File: config.mk
export PLATFORM = sky130hd
export DESIGN_NAME = pdm_cic_decim
export DESIGN_NICKNAME = d
export VERILOG_FILES = /design/src/rtl/pdm_cic_decim_pkg.sv /design/src/rtl/pdm_cic_decim_stage.sv /design/src/rtl/pdm_cic_decim.sv
export SDC_FILE = /design/constraint.sdc
export NUM_CORES = 1
export LEC_CHECK = 0
export CAP_MARGIN = 20
export CORE_MARGIN = 2
export CORE_UTILIZATION = 55
export CTS_BUF_LIST = sky130_fd_sc_hd__clkbuf_8
export DETAILED_ROUTE_END_ITERATION = 6
export PLACE_DENSITY = 0.8
export REMOVE_ABC_BUFFERS = 1
export SYNTH_ARGS = -nofsm -noshare
export SYNTH_HDL_FRONTEND = slang
export SYNTH_SLANG_ARGS = --single-unit
File: constraint.sdc
create_clock -name CK_i -period 7.6 [get_ports CK_i]
set_input_delay 1.52 -clock CK_i [delete_from_list [all_inputs] [get_ports CK_i]]
set_output_delay 1.52 -clock CK_i [all_outputs]
set_load 0.03 [all_outputs]
File: src/rtl/pdm_cic_decim_pkg.sv
// pdm_cic_decim_pkg: shared constants, widths and stage mode for the PDM CIC decimator
package pdm_cic_decim_pkg;
    localparam int C_DECIM_LOG2_DEF = 5;
    localparam int C_ORDER_FIX      = 3;
    localparam int C_LATENCY        = 7;
    localparam int PCM_MAX          = 32767;
    localparam int PCM_MIN          = -32768;

    typedef enum logic {MODE_INT, MODE_COMB} cic_mode_t;

    // Internal arithmetic width for decimation log2 l: order 3 growth plus sign
    function automatic int cic_w(input int l);
        return 3 * l + 2;
    endfunction
endpackage

File: src/rtl/pdm_cic_decim_stage.sv
// cic_stage: one W-bit CIC section, integrator (q += din) or comb (q = din - previous din)
//   clk  : clock
//   rst  : asynchronous active-high reset, clears q and the comb delay
//   en   : stage advances when high
//   din  : stage input
//   q    : registered stage output
module cic_stage
    import pdm_cic_decim_pkg::*;
#(
    parameter int        W    = 17,
    parameter cic_mode_t MODE = MODE_INT
) (
    input  logic         clk,
    input  logic         rst,
    input  logic         en,
    input  logic [W-1:0] din,
    output logic [W-1:0] q
);
    logic [W-1:0] z;

    // Sums and differences wrap modulo 2**W; the comb chain cancels the wrap exactly
    always_ff @(posedge clk or posedge rst) begin
        if (rst) begin
            q <= '0;
            z <= '0;
        end else if (en) begin
            q <= (MODE == MODE_INT) ? q + din : din - z;
            z <= din;
        end
    end
endmodule

File: src/rtl/pdm_cic_decim.sv
// pdm_cic_decim: third-order CIC decimator, 1-bit PDM in, saturated signed PCM out
//   CK_i      : system clock (48 MHz)
//   ARST_i    : asynchronous active-high reset
//   MIC_EE_i  : one-cycle strobe per mic clock, PDM_DAT_i valid in that cycle
//   PDM_DAT_i : PDM bit, 1 -> +1, 0 -> -1
//   PCM_o     : signed decimated sample, saturated to 3*C_DECIM_LOG2+1 bits
//   PCM_EE_o  : one-cycle strobe, PCM_o updated in this cycle
module pdm_cic_decim
    import pdm_cic_decim_pkg::*;
#(
    parameter int C_DECIM_LOG2 = C_DECIM_LOG2_DEF,
    parameter int C_ORDER      = C_ORDER_FIX
) (
    input  logic                  CK_i,
    input  logic                  ARST_i,
    input  logic                  MIC_EE_i,
    input  logic                  PDM_DAT_i,
    output logic [3*C_DECIM_LOG2:0] PCM_o,
    output logic                  PCM_EE_o
);
    localparam int W = cic_w(C_DECIM_LOG2);
    localparam int P = W - 1;

    if (C_ORDER != C_ORDER_FIX) begin : g_bad_order
        $error("pdm_cic_decim supports only C_ORDER = 3");
    end

    logic [W-1:0]              d, int1, int2, int3, c1, c2, c3;
    logic                      en1, en2, en3, dt1, dt2, dt3;
    logic [C_DECIM_LOG2-1:0]   dec_ctr;

    always_ff @(posedge CK_i or posedge ARST_i) begin
        if (ARST_i) begin
            d        <= '0;
            en1      <= 1'b0;
            en2      <= 1'b0;
            en3      <= 1'b0;
            dt1      <= 1'b0;
            dt2      <= 1'b0;
            dt3      <= 1'b0;
            dec_ctr  <= '0;
            PCM_EE_o <= 1'b0;
        end else begin
            en1      <= MIC_EE_i;
            en2      <= en1;
            en3      <= en2;
            dt1      <= en3 && (dec_ctr == '1);
            dt2      <= dt1;
            dt3      <= dt2;
            PCM_EE_o <= dt3;
            if (MIC_EE_i)
                d <= {{(W-1){~PDM_DAT_i}}, 1'b1};
            if (en3)
                dec_ctr <= dec_ctr + 1'b1;
        end
    end

    cic_stage #(.W(W), .MODE(MODE_INT))  u_int1 (.clk(CK_i), .rst(ARST_i), .en(en1), .din(d),    .q(int1));
    cic_stage #(.W(W), .MODE(MODE_INT))  u_int2 (.clk(CK_i), .rst(ARST_i), .en(en2), .din(int1), .q(int2));
    cic_stage #(.W(W), .MODE(MODE_INT))  u_int3 (.clk(CK_i), .rst(ARST_i), .en(en3), .din(int2), .q(int3));
    cic_stage #(.W(W), .MODE(MODE_COMB)) u_cmb1 (.clk(CK_i), .rst(ARST_i), .en(dt1), .din(int3), .q(c1));
    cic_stage #(.W(W), .MODE(MODE_COMB)) u_cmb2 (.clk(CK_i), .rst(ARST_i), .en(dt2), .din(c1),   .q(c2));
    cic_stage #(.W(W), .MODE(MODE_COMB)) u_cmb3 (.clk(CK_i), .rst(ARST_i), .en(dt3), .din(c2),   .q(c3));

    // C3 spans -2**(P-1)..+2**(P-1); only the positive full-scale value needs clamping
    assign PCM_o = (c3 == {2'b01, {(P-1){1'b0}}}) ? {1'b0, {(P-1){1'b1}}} : c3[P-1:0];
endmodule

* Yosys cells after proc, flatten, opt, wreduce, memory -nomap -nowiden
Index checks and enable logic that the tools add are counted.
** Operators by class
- Add/sub/neg operators :: 7
- Magnitude comparators :: 0
- Multiplexer cells :: 1
- Shift-type cells :: 0
- $mul :: 0
- Divide/modulo/power cells :: 0
- Equal/unequal tests :: 2
- Reduce and logical (&&, ||, !) cells :: 1
- Bitwise operators :: 1
** Operators by type and width (count)
- adder 17 bit :: 3
- subtractor 17 bit :: 3
- == test 17 x 16 -> 1 bit, second input constant :: 1
- two-way mux 16 bit :: 1
- adder 5 x 1 -> 5 bit, second input constant :: 1
- == test 5 bit, second input constant :: 1
- logical AND 1 bit :: 1
- NOT 1 bit :: 1
** Word-level totals
- Flip-flop bits (word level) :: 167
- RAM bits :: 0
- Bits in read-only memories :: 0
- Memories kept :: 0
- Logic and storage cells :: 30
- Bits in latches :: 0

* Depth between registers and ports, before layout
- Depth after elaboration :: 2
- Mapped depth :: 10

* Hierarchy
Synthesis repeated with hierarchy kept, for this count alone.
** Second synthesis, totals
- Cells, all modules :: 1264
- Area, all modules :: 11698.7 µm²
** Modules (own cells, without submodules)
- cic_stage (u_cmb2 ...) :: times used 2, cells each 226, area each 2139.6 µm²
- cic_stage (u_int2 ...) :: times used 2, cells each 177, area each 1512.7 µm²
- cic_stage (u_cmb1) :: times used 1, cells each 224, area each 2102.0 µm²
- cic_stage (u_int1) :: times used 1, cells each 180, area each 1605.3 µm²
- pdm_cic_decim :: times used 1, cells each 54, area each 686.9 µm²

* Worst setup path after synthesis
Ideal clock, no wire load.
- Kind :: flip-flop to output port
- Start :: register u_cmb3.q[3]
- End :: output PCM_o[10]
- Cell stages (with the launch flop) :: 6
- Required time :: 6.080 ns
- Arrival :: 1.612 ns
- Setup slack :: 4.468 ns
- Cell sequence :: dfrtp_1 > nor4_1 > nand3_1 > nor4_1 > clkbuf_1 > or2_2
** On the way
- Longest elaborated chain between the ends :: 2
** RTL lines
- start, declared :: RTL line pdm_cic_decim_stage.sv:17 : output logic [W-1:0] q
- start signal, assigned :: RTL line pdm_cic_decim_stage.sv:27 : q <= (MODE == MODE_INT) ? q + din : din - z;
- == test 17 x 16 -> 1 bit :: RTL line pdm_cic_decim.sv:66 : assign PCM_o = (c3 == {2'b01, {(P-1){1'b0}}}) ? {1'b0, {(P-1){1'b1}}} : c3[P-1:0];
- two-way mux 16 bit :: RTL line pdm_cic_decim.sv:66
- end, declared :: RTL line pdm_cic_decim.sv:18 : output logic [3*C_DECIM_LOG2:0] PCM_o,
No other way between the ends.

* Worst setup path after layout
- Start :: register u_cmb3.q[3]
- End :: output PCM_o[7]
Same word-level chain as after synthesis.

==> results by group <==
Logic synthesis
  – Primary FF master, synth: dfrtp_1
  – Synth Warn #: 0
  – Syn avg cell area: 9.581 µm²
  – Fraction of registers with async set/reset: 1.000
  – Post-synth EDFFs: 0
  – Cells after Synth: 1,133
  – Seq/Total Area, Yosys: 0.3850
  – Synth Cell Area: 0.01086 mm²
  – Seq cells post-synth: 167
  – Netlist cell types: 72

Worst setup path
  – Reg2reg start: d[1]
  – Reg-to-reg endpoint: u_int1.q[16]
  – Worst Setup End Kind: primary output
  – Crit-path max FO: 11
  – CP Cell Sequence: nor4_1 -> nand3_1 -> nor4_1 -> buf_4 -> or2_2 -> clkdlybuf4s50_1
  – CP max-delay cell: clkdlybuf4s50_1
  – Worst Setup Path Type: flip-flop to primary output
  – Critical Path Start Type: flip-flop
  – Top delay family on crit path: simple AND/OR/NAND/NOR gates
  – CP bufs+invs: 2
  – CP max stage delay: 650 ps
  – Critical path arrival: 2820 ps
  – Worst Reg-to-Reg Cells: 8
  – Internal reg-to-reg setup slack: 4770 ps
  – Most common cell on crit path: nor4_1
  – Req. time, crit path: 6080 ps

STA
  – Worst setup margin: 3259 ps
  – WHS: 471.4 ps
  – Fin crit share: 0.5711
  – Max-slew violation count: 0
  – Final clock skew: 11.98 ps
  – FMAX: 230.4 MHz
  – Slew @ Worst Pin: 1010 ps
  – Tmin final: 4341 ps
  – Final setup fails: 0
  – RSZ-0062 raised after global routing: no
  – Setup TNS: 0 ps
  – Relative slew slack: 0.3269
  – Fin. Hold Viols: 0

Run
  – Max Cap Violations: 0

Cells and area
  – Sequential cell area: 0.004180 mm²
  – FILL cells: 1,641
  – Area of the multi-input gates: 0.006240 mm²
  – Layout cell share with drive strength beyond 1: 0.1236
  – Area delta synth->final: 8.414%
  – Ant. Diodes: 0
  – Fin util: 0.6067
  – Nets: 1,255

Die
  – Die Span Y: 144.5 µm
  – Io pins: 21
  – Die span in x: 144.5 µm
  – Core area: 0.01940 mm²
  – DIE AREA: 0.02088 mm²
  – # rows: 51
  – Initial Utilization: 0.5596

Routing
  – First-pass iteration count of the detailed router: 6
  – Vias per inst: 5.663
  – Initial DRC count: 361
  – Antenna Nets Post-Route: 0
  – Via Count: 8,053
  – WL per Instance: 14.15 µm
  – DRC viols: 0
  – DRT Wirelength: 20.13 mm

Worst hold path
  – Worst Hold End: dec_ctr[3]
  – WHS Path Cells: 1
  – Hold Path Class: flip-flop to flip-flop
  – Worst Hold Launch: dec_ctr[3]

Global route
  – Vias in the first global route: 7,915
  – GR Util All Layers: 0.2069
  – Initial antenna violation count: 0
  – Global route total overflow: 0
  – Largest net degree at the start of global routing: 75
  – First-pass GRT wire length: 35.07 mm

Clocking
  – CTS sink count: 167
  – Clock tree buffer depth: 2
  – CTS Buf Count: 17
  – Clk_lat worst skew: 450 ps
  – Hold-fix buffers, CTS: 0
  – Post-CTS resize count: 0
  – Max H-tree Level: 4
  – CTS clk-pin slew, worst paths: 80 ps
  – Root Buffer: clkbuf_8
  – CTS tree: yes
  – Post-CTS Setup Repair Bufs: 0

Run status
  – Status: finished, final reports clean

Placed design
  – DPL Wire Length: 14.79 mm
  – DP Worst Slack: 3663 ps
  – I/O Buffers: 20
  – Final GP Congestion: 0.8367
-- layer usage --
layer	global-route usage	wire (µm)	up-vias
met4	0.08891	633	0
met3	0.04040	498	50
met1	0.2354	8736	3810
met5	0	0	-
li1	-	-	4064
met2	0.3774	10260	129
-- through the flow --
| step | instance area [µm²] | std cells |
|---|---|---|
| detailed placement | 11310 | 1393 |
| floorplan | 10730 | 1102 |
| CTS | 11770 | 1422 |
| finish | 11770 | 1422 |
| global placement | 11310 | 1393 |
| global route | 11770 | 1422 |
-- Yosys cell counts, types with 7 or more instances --
cell	count	share of area
mux2_2	71	0.074
nor2b_1	17	0.0098
clkbuf_1	26	0.0090
inv_1	82	0.028
a31oi_1	10	0.0058
xor2_1	23	0.019
mux2i_1	7	0.0065
or2_2	17	0.0098
nand2_1	97	0.034
and3_1	8	0.0046
nand3_1	18	0.0083
a21o_1	19	0.013
ha_1	98	0.11
nand4_1	10	0.0058
o21a_1	15	0.010
o21ai_0	96	0.044
xnor2_1	55	0.044
a21oi_1	89	0.041
dfrtp_1	167	0.38
nor3_1	16	0.0074
o31ai_1	8	0.0055
nand2b_1	12	0.0069
o21bai_1	12	0.0083
nor2_1	51	0.018
a211oi_1	10	0.0069
-- worst max path at each step --
stage,end,cells past startpoint,start,slack [ps]
after detailed placement,PCM_o[7],6,u_cmb3.q[3],3660
after floorplan,PCM_EE_o,1,ARST_i,1560
after CTS,PCM_o[7],6,u_cmb3.q[3],3160
after global routing,PCM_o[10],6,u_cmb3.q[3],3030
after global placement,PCM_o[10],6,u_cmb3.q[7],3760
final,PCM_o[7],6,u_cmb3.q[3],3260
-- kinds of logic (layout without fill, tap and decap cells) --
kind of cell             after synthesis  after routing  share of synthesized area
flip-flops                           167            167                     0.3850
buffers and inverters                114            138                    0.04023
adder cells (fa/ha/maj)              104            104                     0.1240
XOR/XNOR                              78             78                    0.06293
AND/OR/NAND/NOR                      279            279                     0.1272
multiplexers                          79             79                    0.08149
AO/OA/AOI/OAI                        312            312                     0.1791
-- cells in the final DEF, fill, tap and decap left out, types with 4 or more instances in the layout --
cell type        count
a211oi_1            10
a21o_1              19
a21oi_1             89
a31o_2               5
a31oi_1             10
and2_1               4
and3_1               8
buf_4                6
bufinv_16            6
clkbuf_8            18
clkdlybuf4s50_1     20
dfrtp_1            166
fa_1                 6
ha_1                98
inv_1               83
mux2_2              71
mux2i_1              7
nand2_1             97
nand2b_1            12
nand3_1             18
nand4_1             10
nand4b_1             4
nor2_1              51
nor2b_1             17
nor3_1              16
nor4_1               6
o211ai_1             6
o21a_1              15
o21ai_0             96
o21ai_1              5
o21bai_1            12
o31ai_1              8
or2_2               17
or3_1                5
xnor2_1             55
xor2_1              23
-- layout make-up --
| class | count | share of cell area |
|---|---|---|
| multi-input cells | 852 | 0.5302 |
| flip-flops and latches | 167 | 0.3552 |
| well taps | 265 | 0.02817 |
| inverters | 83 | 0.02690 |
| clock buffers | 18 | 0.02105 |
| repair buffers | 26 | 0.02084 |
| clock inverters | 11 | 0.01765 |
-- registers in the layout (all words and copies together), names as in the netlist --
name	cells
PCM_EE_o	1
d	2
dec_ctr	5
dt1	1
dt2	1
dt3	1
en1	1
en2	1
en3	1
u_cmb1.q	17
u_cmb1.z	17
u_cmb2.q	17
u_cmb2.z	17
u_cmb3.q	17
u_cmb3.z	17
u_int1.q	17
u_int2.q	17
u_int3.q	17
Power is left out: the tool's default activity adds up to more than one toggle a clock period on the data nets, which glitch-free logic cannot reach.
